[src/rtl/mem_arbiter.sv]
// mem_arbiter: shares one main-memory port between the CPU data port (D)
// and the I-cache refill port (I), round-robin on contention.
module mem_arbiter #(
    parameter int MEM_LATENCY = 2,
    parameter int ADDR_W      = 32,
    parameter int DATA_W      = 32
) (
    input  logic              clk,
    input  logic              reset_n,
    input  logic              d_req,
    input  logic              d_we,
    input  logic              d_bw,
    input  logic [ADDR_W-1:0] d_addr,
    input  logic [DATA_W-1:0] d_wdata,
    output logic [DATA_W-1:0] d_rdata,
    output logic              d_ack,
    output logic              d_hold,
    input  logic              i_req,
    input  logic [ADDR_W-1:0] i_addr,
    output logic [DATA_W-1:0] i_rdata,
    output logic              i_ack,
    output logic              i_hold,
    output logic              mem_ce_n,
    output logic              mem_we_n,
    output logic              mem_oe_n,
    output logic              mem_bw,
    output logic [ADDR_W-1:0] mem_addr,
    output logic [DATA_W-1:0] mem_wdata,
    input  logic [DATA_W-1:0] mem_rdata
);

    typedef enum logic [1:0] {
        IDLE,
        ACCESS,
        DONE
    } state_t;

    localparam logic       GNT_D    = 1'b0;
    localparam logic       GNT_I    = 1'b1;
    localparam logic [3:0] CNT_INIT = 4'(MEM_LATENCY - 1);

    state_t            state;
    state_t            state_nxt;
    logic [3:0]        cnt;
    logic              last_gnt;
    logic              gnt;
    logic              gnt_sel;
    logic              grant;
    logic              we_r;
    logic              bw_r;
    logic [ADDR_W-1:0] addr_r;
    logic [DATA_W-1:0] wdata_r;
    logic              in_access;

    // Next state and grant selection; both requesting picks the port not served last.
    always_comb begin
        state_nxt = state;
        grant     = 1'b0;
        gnt_sel   = GNT_D;
        unique case (state)
            IDLE: begin
                unique case (1'b1)
                    (d_req && i_req): begin
                        grant   = 1'b1;
                        gnt_sel = ~last_gnt;
                    end
                    (d_req && !i_req): begin
                        grant   = 1'b1;
                        gnt_sel = GNT_D;
                    end
                    (!d_req && i_req): begin
                        grant   = 1'b1;
                        gnt_sel = GNT_I;
                    end
                    default: grant = 1'b0;
                endcase
                if (grant) state_nxt = ACCESS;
            end
            ACCESS: if (cnt == 4'd0) state_nxt = DONE;
            DONE:   state_nxt = IDLE;
            default: state_nxt = IDLE;
        endcase
    end

    // State register.
    always_ff @(posedge clk or negedge reset_n) begin
        if (!reset_n) state <= IDLE;
        else          state <= state_nxt;
    end

    // Latch the granted access, count down the latency, capture read data.
    always_ff @(posedge clk or negedge reset_n) begin
        if (!reset_n) begin
            cnt      <= 4'd0;
            last_gnt <= GNT_I;
            gnt      <= GNT_D;
            we_r     <= 1'b0;
            bw_r     <= 1'b0;
            addr_r   <= '0;
            wdata_r  <= '0;
            d_rdata  <= '0;
            i_rdata  <= '0;
        end else begin
            if (grant) begin
                gnt      <= gnt_sel;
                last_gnt <= gnt_sel;
                cnt      <= CNT_INIT;
                we_r     <= (gnt_sel == GNT_D) ? d_we : 1'b0;
                bw_r     <= (gnt_sel == GNT_D) ? d_bw : 1'b0;
                addr_r   <= (gnt_sel == GNT_D) ? d_addr : i_addr;
                wdata_r  <= (gnt_sel == GNT_D) ? d_wdata : '0;
            end
            if (in_access && cnt != 4'd0) cnt <= cnt - 4'd1;
            if (in_access && cnt == 4'd0 && !we_r) begin
                if (gnt == GNT_D) d_rdata <= mem_rdata;
                else              i_rdata <= mem_rdata;
            end
        end
    end

    assign in_access = (state == ACCESS);
    assign mem_ce_n  = !in_access;
    assign mem_we_n  = !(in_access && we_r);
    assign mem_oe_n  = !(in_access && !we_r);
    assign mem_bw    = bw_r;
    assign mem_addr  = addr_r;
    assign mem_wdata = wdata_r;
    assign d_ack     = (state == DONE) && (gnt == GNT_D);
    assign i_ack     = (state == DONE) && (gnt == GNT_I);
    assign d_hold    = d_req && !d_ack;
    assign i_hold    = i_req && !i_ack;

endmodule

[config.mk]
export PLATFORM = sky130hd
export DESIGN_NAME = mem_arbiter
export DESIGN_NICKNAME = d
export VERILOG_FILES = /design/src/rtl/mem_arbiter.sv
export SDC_FILE = /design/constraint.sdc
export NUM_CORES = 1
export LEC_CHECK = 0
export ABC_CLOCK_PERIOD_IN_PS = 1800
export BUFFER_PORTS_ARGS = -buffer_cell sky130_fd_sc_hd__buf_2
export CORE_MARGIN = 5
export CORE_UTILIZATION = 42
export CTS_CLUSTER_DIAMETER = 40
export DETAILED_ROUTE_END_ITERATION = 8
export GPL_ROUTABILITY_DRIVEN = 0
export PLACE_DENSITY = 0.81
export SYNTH_ARGS = -nofsm -noshare
export SYNTH_HDL_FRONTEND = slang
export SYNTH_SLANG_ARGS = --single-unit
[constraint.sdc]
create_clock -name clk -period 1.8 [get_ports clk]
set_input_delay 0.18 -clock clk [delete_from_list [all_inputs] [get_ports clk]]
set_output_delay 0.18 -clock clk [all_outputs]
set_load 0.02 [all_outputs]
# Yosys cells after proc, flatten, opt, wreduce, memory -nomap -nowiden
# Index checks and enable logic that the tools add are counted.
dict set report word_totals {
  reg_bits 138
  latchBits 0
  ram_bits 0
  mem_bits_ro 0
  in_bits 134
  wordCells 59
  memories 0
}
dict set report classes {
  addsub 1
  multipliers 0
  n_div 0
  order_cmp 0
  eq_ne 4
  shift 0
  n_mux 14
  bitwise 2
  reduce_logical 28
}
# operator count
set ops {}
lappend ops {{$mux W32} 2}
lappend ops {{$logic_and A1 B1 Y1} 12}
lappend ops {{$logic_not A1 Y1} 8}
lappend ops {{$mux W4} 2}
lappend ops {{$mux W1} 6}
lappend ops {{$reduce_and A2 Y1} 3}
lappend ops {{$logic_not A4 Y1} 1}
lappend ops {{$mux W2} 2}
lappend ops {{$pmux W2 S2} 1}
lappend ops {{$reduce_bool A4 Y1} 1}
lappend ops {{$sub A4 B1 Y4 const B} 1}
lappend ops {{$reduce_or A3 Y1} 1}
lappend ops {{$eq A2 B1 Y1 const B} 1}
lappend ops {{$eq A2 B2 Y1 const B} 1}
lappend ops {{$logic_not A2 Y1} 1}
lappend ops {{$ne A2 B1 Y1 const B} 1}
lappend ops {{$ne A2 B2 Y1 const B} 1}
lappend ops {{$not A1 Y1} 2}
lappend ops {{$pmux W1 S2} 1}
lappend ops {{$reduce_bool A2 Y1} 1}

# Depth between registers and ports, before layout
# Gate-level depths: netlist (run 1).
dict set report logic_depth {
  depth_word 8
  depth_mapped 6
  depth_no_buf 5
}

# Least setup slack after synthesis (run 1)
# No wires, ideal clock.
dict set report synth_path {
  path_type {reg2reg}
  from {register cnt[0]}
  to {register i_rdata[0]}
  t_arrival_ps 1758
  required_time_ps 1675
  path_slack_ps -83
  stages_incl_launch_ff 7
  n_path_buf 1
  synth_period_minus_slack_ps 1883
  path_cell_list {dfrtp_1 inv_1 ha_1 nand4bb_4 nor4b_4 buf_6 mux2_2}
}
dict set report synth_via {
  elab_chain_len 4
}
# item line
set synth_lines {}
lappend synth_lines {{start: declaration} 44} ;# logic [3:0] cnt;
lappend synth_lines {{start signal: assignment} 113} ;# if (in_access && cnt != 4'd0) cnt <= cnt - 4'd1;
lappend synth_lines {{$logic_not A4 Y1} 114} ;# if (in_access && cnt == 4'd0 && !we_r) begin
lappend synth_lines {{$logic_and A1 B1 Y1 (2 in a row)} 114}
lappend synth_lines {{$reduce_and A2 Y1 (no line)} n/a}
lappend synth_lines {{end signal: assignment} 116} ;# else i_rdata <= mem_rdata;
lappend synth_lines {{end: declaration} 20} ;# output logic [DATA_W-1:0] i_rdata,
# Every way passes these cells.
# A chain may end at the register's enable or synchronous reset.

# Worst setup path after layout (run 1)
dict set report layout_path {
  from {register cnt[0]}
  to {register d_rdata[23]}
}
dict set report layout_via {
  elab_chain_len 4
}
# item line
set layout_lines {}
lappend layout_lines {{$logic_not A4 Y1} 114}
lappend layout_lines {{$logic_and A1 B1 Y1 (2 in a row)} 114}
lappend layout_lines {{$reduce_and A2 Y1 (no line)} n/a}
lappend layout_lines {{end signal: assignment} 115} ;# if (gnt == GNT_D) d_rdata <= mem_rdata;
lappend layout_lines {{end: declaration} 15} ;# output logic [DATA_W-1:0] d_rdata,
# Every way passes these cells.

==> impl_metrics.json, run 1 <==
{
  "routed_via_density": 5.38,
  "critPathCaptureType": "flip-flop",
  "worst_ep_arrival_time_ps": 2220,
  "violations": "negative setup slack",
  "grt_use_met2_pct": 36.8,
  "avgSynthCellArea_sq_um": 13.0,
  "hold_class": "in2reg",
  "firstDrtPassIters": 5,
  "setup_viol": 37,
  "antenna_left": 0,
  "met1_usage_pct": 26.1,
  "syn_area_sq_mm": 0.00576,
  "worstPathCellList": "inv_2 -> ha_4 -> nand4bb_4 -> buf_6 -> nor4_4 -> buf_6 -> buf_8 -> mux2_2",
  "critPathLaunchType": "flip-flop",
  "min_from": "d_wdata[27]",
  "clkSinkCount": 138,
  "wl_per_cell_microns": 19.8,
  "design_area_sq_mm": 0.00877,
  "rsz0062_at_grt": "true",
  "max_stage_delay_ps": 390,
  "antenna_found_initial": 1,
  "port_buffers": 269,
  "synth_seq_area_share_pct": 60.0,
  "setup_tns_ps": -3200,
  "synthCells": 443,
  "synth_ff_type": "dfrtp_1",
  "busiest_layer": "met2",
  "cp_top_family": "buffers and inverters",
  "grt_pass1_wl_microns": 27500,
  "fin_nets": 895,
  "yosysTopAreaCellShare_pct": 59.6,
  "ios": 270,
  "cp_slowest_cell": "dfrtp_1",
  "worstPathMaxFanout": 8,
  "die_y_microns": 127,
  "hold_viol": 0,
  "cts_buffers": 17,
  "yosys.area.top_type": "dfrtp_1",
  "die_area_sq_mm": 0.0161,
  "setup_slack_ps": -129,
  "initial_core_util_pct": 43.1,
  "status": "finished, violations left",
  "grt_max_degree": 56,
  "p_per_area_mw_per_mm2": 1970,
  "grt_pass1_vias": 5286,
  "root_buffer": "clkbuf_16",
  "placed_cell_area_sq_mm": 0.00738,
  "syn2layout_area_growth_pct": 52.3,
  "timing.final.crit_period_ps": 1930,
  "grt.total_usage_pct": 21.3,
  "grt_util_met3_pct": 5.38,
  "cp-startpoint": "cnt[0]$_DFFE_PN0P_",
  "p_leak_nw": 4.42,
  "syn_nets": 578,
  "fmax_mhz": 518,
  "rows": 42,
  "synth-edff-count": 0,
  "overflow": 0,
  "mostFrequentLayoutCells": "buf_2 (268), dfrtp_1 (137), mux2_4 (57)",
  "stdcell_count": 949,
  "cts.path.max_buffers": 2,
  "final_common_cell": "buf_2",
  "synthArstFlopShare_pct": 100,
  "coreArea_sq_mm": 0.0133,
  "clk_latency_ps": 410,
  "postLayoutCoreUtil_pct": 65.7,
  "h-tree-depth": 4,
  "dp_cells": 869,
  "detail_route.wirelength_microns": 18700,
  "max_cap_viol_count": 0,
  "timing_worst_setup_path_type": "reg2reg",
  "whs_ps": 13.0,
  "period_share_pct": 107,
  "relSlewSlack_pct": 65.7,
  "tightest_slew_ps": 515,
  "clkTransAtPathRegs_ps": 60,
  "vias": 5105,
  "drv_slew": 0,
  "n_antenna_cell": 0,
  "vdd_ir_drop_max_uv": 834,
  "required_ps": 2090,
  "layout-drive-gt1-share_pct": 52.8,
  "fin_skew_ps": 9.57,
  "synth_cell_type_count": 39,
  "drt_iter0_drc": 276,
  "synth_seq_cells": 138,
  "chipWidth_microns": 127,
  "timing.rr.start": "cnt[0]$_DFFE_PN0P_",
  "yosys_warnings": 0,
  "crit_top_cell": "buf_6",
  "drc": 0,
  "cts_tree": "yes",
  "netlist_top_cells_area": "dfrtp_1 (60%), mux2_2 (12%), a22o_1 (5.0%)",
  "cp.buffers_inverters": 4,
  "dp_hpwl_microns": 11700
}
-- logic make-up (layout without fill, tap and decap cells) --
group                      count (synthesis)  in the layout  synth area share (%)
adders and majority gates                  1              1                 0.217
muxes                                     65             65                  12.7
and+or+nand+nor                           27             27                  3.61
AOI/OAI and AO/OA                        139            139                  18.1
DFF                                      138            138                  60.0
buffers and inverters                     73            403                  5.30
-- timing repair --
| action | CTS | global route |
|---|---|---|
| hold buffers | 33 | 0 |
| buffers inserted | 7 | 4 |
| endpoints found under the hold margin | 84 | 0 |
| pin swaps | 2 | 3 |
| gates cloned | 2 | 4 |
| setup endpoints to repair | 32 | 64 |
| resized for setup | 20 | 44 |
-- per-layer routing --
| metal | wire length [microns] | part of all wire [%] | vias up |
|---|---|---|---|
| met3 | 1330 | 7.1 | 34 |
| met5 | 14 | 0.075 | - |
| met1 | 7320 | 39 | 2530 |
| met4 | 363 | 1.9 | 2 |
| li1 | - | - | 2292 |
| met2 | 9720 | 52 | 247 |
-- Yosys cell counts, types with 2 or more instances --
cell / count
o21ai_0: 34
nand2_1: 4
buf_1: 2
nand3_1: 2
buf_2: 7
o211ai_1: 33
dfrtp_1: 137
mux2_2: 63
nor3b_1: 2
inv_1: 36
a22o_1: 33
buf_6: 3
o2111ai_1: 32
nor2_1: 4
clkbuf_1: 24
nand2b_1: 2
mux2_1: 2
a21o_1: 2
-- cell type report --
| type | count | area, sq um |
|---|---|---|
| clock buffer | 21 | 460 |
| sequential | 138 | 3450 |
| timing repair buffer | 334 | 2100 |
| tap | 176 | 220 |
| multi-input combinational | 232 | 2230 |
| fill | 953 | 4580 |
| clock inverter | 11 | 169 |
| inverter | 37 | 139 |
-- flip-flops by register name, indices dropped and copies added, names as in the netlist --
signal,cells
i_rdata,32
cnt,4
mem_wdata,32
d_rdata,32
mem_addr,32
mem_bw,1
we_r,1
last_gnt,1
state,2
gnt,1
-- per-stage QoR --
| step | worst slack, ps | power, mW |
|---|---|---|
| 4_1_cts | -82.5 | 16.7 |
| 5_1_grt | -166 | 18.1 |
| 3_3_place_gp | 23.2 | 12.3 |
| 2_1_floorplan | 9.00 | 9.92 |
| 6_report | -129 | 17.3 |
| 3_5_place_dp | -86.8 | 12.6 |
-- final timing paths --
path                            cells after the start  slack, ps                        end
worst max-delay path                                8       -130    d_rdata[23]$_DFFE_PN0P_
worst min-delay path                                2         10  mem_wdata[27]$_DFFE_PN0P_
worst max register to register                      8       -130    d_rdata[23]$_DFFE_PN0P_
worst min register to register                      1        490  mem_wdata[28]$_DFFE_PN0P_
max in group asynchronous                           3        840       last_gnt$_DFFE_PN1P_
min in group asynchronous                           2        320    i_rdata[20]$_DFFE_PN0P_
-- where the power goes --
group | total [mW] | switching (mW) | internal (mW)
logic | 7.99 | 4.50 | 3.49
registers | 5.60 | 0.977 | 4.62
clock network | 3.68 | 1.29 | 2.39
Note: power is estimated with default switching activity, not from simulation.
==> run 2, diff against run 1 <==
Settings changed: ABC_AREA set to 1, CORE_UTILIZATION 42 to 43, PLACE_DENSITY 0.81 to 0.82.
==> run 2 against run 1 <==
Compared with the run above: the run now ends clean; global-route usage increased by 2.0 points; final cell count increased by 31%; first-iteration DRC count increased by 61%; clock-buffer cell count decreased by 3.
==> impl_metrics.json, run 2 <==
{
  "status": "finished, final reports clean",
  "initial_core_util_pct": 44.2,
  "drv_slew": 0,
  "relSlewSlack_pct": 52.0,
  "grt_max_degree": 71,
  "timing.final.crit_period_ps": 1700,
  "syn2layout_area_growth_pct": 40.1,
  "worstPathMaxFanout": 35,
  "routed_via_density": 5.03,
  "root_buffer": "clkbuf_16",
  "overflow": 0,
  "sw_frac_of_total_pct": 45.2,
  "vias": 6236,
  "min_from": "d_wdata[20]",
  "fmax_mhz": 589,
  "layout-drive-gt1-share_pct": 31.4,
  "max_cap_viol_count": 0,
  "placed_cell_area_sq_mm": 0.00775,
  "port_buffers": 269,
  "final_common_cell": "nand2_1",
  "required_ps": 1620,
  "postLayoutCoreUtil_pct": 61.9,
  "grt_pass1_wl_microns": 30800,
  "detail_route.wirelength_microns": 19400,
  "p_per_area_mw_per_mm2": 1930,
  "hold_end": "mem_wdata[20]$_DFFE_PN0P_",
  "critPathLaunchType": "flip-flop",
  "yosysTopAreaCellShare_pct": 55.5,
  "rsz0062_at_grt": "false",
  "avgSynthCellArea_sq_um": 8.14,
  "rows": 43,
  "fin_nets": 1181,
  "drc": 0,
  "critPathCaptureType": "primary output",
  "synth_common_cells": "nand2_1 (337), dfrtp_1 (137), inv_1 (72)",
  "clkSinkCount": 138,
  "drt_iter0_drc": 444,
  "p_int_mw": 9.17,
  "p_switching_mw": 7.55,
  "setup_tns_ps": 0,
  "mostFrequentLayoutCells": "nand2_1 (337), buf_2 (268), dfrtp_1 (137)",
  "vdd_ir_drop_max_uv": 847,
  "pwr-share-comb_pct": 46.6,
  "dp_hpwl_microns": 13000,
  "coreArea_sq_mm": 0.0140,
  "cp-startpoint": "gnt$_DFFE_PN0P_",
  "yosysMostFrequentCell": "nand2_1",
  "n_antenna_cell": 0,
  "design_area_sq_mm": 0.00865,
  "clk_latency_ps": 410,
  "timing.rr.start": "cnt[0]$_DFFE_PN0P_",
  "netlist_top_cells_area": "dfrtp_1 (55%), nand2_1 (20%), nand4_1 (6.8%)",
  "synthArstFlopShare_pct": 100,
  "synthCells": 759,
  "whs_path_depth": 3,
  "synth_ff_type": "dfrtp_1",
  "pwr-share-clk_pct": 20.6,
  "die_area_sq_mm": 0.0169,
  "cp_slowest_cell": "buf_4",
  "yosys.area.top_type": "dfrtp_1",
  "synth-edff-count": 0,
  "syn_area_sq_mm": 0.00618,
  "cts.path.max_buffers": 2,
  "firstDrtPassIters": 5,
  "synth_seq_area_share_pct": 55.9,
  "seqPwrFrac_pct": 32.9,
  "timing_worst_setup_path_type": "reg2out",
  "h-tree-depth": 4,
  "antenna_found_initial": 0,
  "grt.total_usage_pct": 23.3,
  "syn_nets": 894,
  "hold_viol": 0,
  "hold_class": "in2reg",
  "p_leak_nw": 5.04,
  "worst_ep_arrival_time_ps": 1520,
  "cts_buffers": 17,
  "synth_cell_type_count": 22,
  "grt_pass1_vias": 6092,
  "r2r-end": "i_rdata[29]$_DFFE_PN0P_",
  "max_stage_delay_ps": 380,
  "worstPathCellList": "buf_4 -> o21ai_0 -> inv_1 -> buf_2",
  "tightest_slew_ps": 720,
  "cts_tree": "yes",
  "synth_seq_cells": 138,
  "reg2regPathDepth": 8,
  "chipWidth_microns": 130,
  "ios": 270,
  "die_y_microns": 130,
  "clkTransAtPathRegs_ps": 60,
  "r2r_slack_ps": 180,
  "period_share_pct": 94.3,
  "cts_setup_buffers": 0,
  "setup_viol": 0,
  "fin_skew_ps": 10.9,
  "yosys_warnings": 0,
  "wl_per_cell_microns": 15.7,
  "antenna_left": 0
}
-- run 2: worst max-delay path by stage --
| stage | cells after the start | endpoint | slack [ps] |
|---|---|---|---|
| after floorplan | 8 | d_rdata[2]$_DFFE_PN0P_ | 440 |
| after CTS | 5 | i_hold | 80 |
| after global routing | 4 | d_hold | 8 |
| after detailed placement | 6 | cnt[0]$_DFFE_PN0P_ | 200 |
| final | 4 | d_hold | 100 |
| after global placement | 6 | cnt[0]$_DFFE_PN0P_ | 230 |
-- run 2: stage by stage --
| step | std cells | setup WS, ps | total power, mW | hold slack, ps |
|---|---|---|---|---|
| after floorplan | 759 | 435 | 10.4 | -116 |
| after global placement | 1176 | 226 | 13.0 | 117 |
| after detailed placement | 1176 | 203 | 13.3 | 118 |
| after CTS | 1239 | 77.2 | 16.8 | 0.780 |
| after global routing | 1239 | 7.91 | 17.9 | 11.8 |
| final | 1239 | 102 | 16.7 | 12.8 |
-- run 2: kinds of logic after synthesis --
kind of cell | count (synthesis) | share of synthesized area (%)
simple gates | 484 | 33.9
flops | 138 | 55.9
compound gates | 8 | 0.709
fa+ha+maj | 1 | 0.203
xor+xnor | 1 | 0.142
buf+inv | 127 | 9.16
-- run 2: worst max-delay path: cells and delay by family (launching register included) --
kind	cells	cell delay, ps
DFF	1	370
AOI/OAI and AO/OA	1	150
buffers and inverters	3	600
-- run 2: area by class of cell --
class                      count  area (sq um)
fill                        1159          5340
sequential                   138          3450
multi-input combinational    494          2170
timing repair buffer         318          1920
clock buffer                  18           439
inverter                      77           290
tap                          180           225
clock inverter                14           148
-- run 2: power by group through the flow --
stage	Clock, mW	Combinational [mW]	Sequential [mW]
finish	3.44	7.79	5.49
global route	3.67	8.57	5.65
CTS	3.50	7.83	5.48
detailed placement	0	7.78	5.47
global placement	0	7.53	5.48
floorplan	0	3.24	7.13
-- run 2: repair_timing --
| item | CTS | global route |
|---|---|---|
| endpoints found under the hold margin | 67 | 0 |
| hold buffers | 31 | 0 |
| setup endpoints to repair | 1 | 0 |
| gates resized for setup | 1 | 0 |
-- run 2: routing by layer --
metal / up-vias / routed length [microns] / GRT usage (%) / share of wire, %
li1: 2974 / - / - / -
met1: 2837 / 7460 / 29.2 / 38
met2: 372 / 9300 / 37.8 / 48
met3: 53 / 2070 / 6.39 / 11
met4: 0 / 607 / 10.7 / 3.1
met5: - / 0 / 0 / 0
==> run 3, diff against run 2 <==
Settings changed: ABC_CLOCK_PERIOD_IN_PS 1800 to 1900, CORE_UTILIZATION 43 to 48, PLACE_DENSITY 0.82 to 0.86.
Clock period 1.8 ns to 1.9 ns, I/O delays scaled along.
==> run 3 against run 2 <==
Compared with the run above: worst setup slack improved by 70 ps; total power shrank 3.9%; flip-flop and latch count stayed put; highest routed layer unchanged; routed wire length down 0.72%; critical path type unchanged; final cell count decreased by 1.3%; sequential share of layout area increased by 0.33 points; register-to-register slack improved by 170 ps; critical path depth did not move; via count about the same; hold slack worse by 7.7 ps.
==> impl_metrics.json, run 3 (synthesis results as in run 2) <==
{
  "status": "finished, final reports clean",
  "cts_tree": "yes",
  "setup_tns_ps": 0,
  "drc": 0,
  "die_area_sq_mm": 0.0152,
  "antenna_found_initial": 0,
  "layout-drive-gt1-share_pct": 31.4,
  "initial_core_util_pct": 48.9,
  "timing_worst_setup_path_type": "reg2out",
  "timing.rr.start": "state[1]$_DFFE_PN0P_",
  "min_from": "d_wdata[25]",
  "setup_viol": 0,
  "final_common_cell": "nand2_1",
  "n_antenna_cell": 0,
  "cp_slowest_cell": "dfrtp_1",
  "critPathLaunchType": "flip-flop",
  "critPathCaptureType": "primary output",
  "worst_ep_arrival_time_ps": 1540,
  "grt.total_usage_pct": 25.4,
  "multi_input_area_sq_mm": 0.00217,
  "worstPathCellList": "clkinv_1 -> o21ai_0 -> inv_1 -> buf_2",
  "place_ws_ps": 396,
  "root_buffer": "clkbuf_16",
  "cts_buffers": 17,
  "mostFrequentLayoutCells": "nand2_1 (337), buf_2 (268), dfrtp_1 (137)",
  "timing.final.crit_period_ps": 1730,
  "cp-startpoint": "gnt$_DFFE_PN0P_",
  "detail_route.wirelength_microns": 19300,
  "hold_class": "in2reg",
  "p_per_area_mw_per_mm2": 1870,
  "fin_nets": 1174,
  "rows": 41,
  "setup_slack_ps": 172,
  "cts.path.max_buffers": 2,
  "num-fill-cells": 972,
  "vdd_ir_drop_max_uv": 993,
  "tightest_slew_ps": 522,
  "syn2layout_area_growth_pct": 38.9,
  "clkTransAtPathRegs_ps": 60,
  "register_area_sq_mm": 0.00345,
  "routed_via_density": 5.10,
  "cts_resized": 0,
  "wl_per_cell_microns": 15.8,
  "coreArea_sq_mm": 0.0126,
  "die_y_microns": 123,
  "port_buffers": 269,
  "grt_pass1_wl_microns": 30000,
  "cp.buffers_inverters": 3,
  "rsz0062_at_grt": "false",
  "dp_hpwl_microns": 12700,
  "drt_iter0_drc": 578,
  "firstDrtPassIters": 5,
  "clkSinkCount": 138,
  "max_stage_delay_ps": 370,
  "p_leak_nw": 5.02,
  "period_share_pct": 90.9,
  "worstPathMaxFanout": 11,
  "fin_skew_ps": 8.78,
  "grt_max_degree": 77,
  "fmax_mhz": 579,
  "chipWidth_microns": 123,
  "relSlewSlack_pct": 65.2,
  "clk_latency_ps": 420,
  "antenna_left": 0,
  "overflow": 0,
  "ios": 270,
  "max_cap_viol_count": 0,
  "vias": 6235,
  "drv_slew": 0,
  "required_ps": 1710,
  "hold_viol": 0,
  "h-tree-depth": 4,
  "cp_top_family": "buffers and inverters",
  "grt_pass1_vias": 5991
}
## run 3: tightest hold or removal path, delay by kind of cell
family | cells | cell delay (ps)
buffers and inverters | 1 | 80
AND/OR/NAND/NOR | 2 | 120
## run 3: per-stage QoR
| stage | instance area [sq um] | total power [mW] | hold WS (ps) | utilization [%] | instances |
|---|---|---|---|---|---|
| floorplan | 6180 | 9.82 | -106 | - | 759 |
| global placement | 7710 | 12.2 | 205 | 61.1 | 1168 |
| detailed placement | 7710 | 12.5 | 204 | 61.1 | 1168 |
| CTS | 8580 | 16.1 | 0.328 | 68.0 | 1223 |
| global route | 8580 | 17.1 | 3.11 | 68.0 | 1223 |
| finish | 8580 | 16.1 | 5.01 | 68.0 | 1223 |
## run 3: per-layer routing
layer	vias to the layer above	GRT usage, %	part of all wire (%)
li1	2958	-	-
met1	2859	31.6	37
met2	372	41.4	49
met3	46	7.27	10
met4	0	11.0	3.2
met5	-	0	0
## run 3: timing repair
item                      in CTS  in global routing
buffers inserted               0                  0
hold endpoints to repair     160                  0
hold buffers                  24                  0
## run 3: cell type report
class                           count  share of cell area (%)
Clock buffer                       20                    5.44
Timing Repair Buffer              311                    21.2
Inverter                           77                    3.37
Sequential cell                   138                    40.3
Tap cell                          172                    2.51
Clock inverter                     11                    1.97
Multi-Input combinational cell    494                    25.3
## run 3: path summary, 6_finish.rpt
| check | end | slack [ps] | cells after the start |
|---|---|---|---|
| max in group asynchronous | mem_wdata[26]$_DFFE_PN0P_ | 1210 | 3 |
| min in group asynchronous | d_rdata[11]$_DFFE_PN0P_ | 330 | 3 |
| hold / removal | mem_wdata[25]$_DFFE_PN0P_ | 5 | 3 |
| setup reg to reg | mem_wdata[0]$_DFFE_PN0P_ | 350 | 6 |
| hold reg to reg | last_gnt$_DFFE_PN1P_ | 460 | 2 |
| setup / recovery | i_hold | 170 | 4 |
## run 3: power by group
part           leakage (nW)  total, mW  switching, mW  internal (mW)
clock                 0.300       3.53           1.24           2.29
sequential             1.69       5.22          0.844           4.38
combinational          3.03       7.32           5.03           2.28
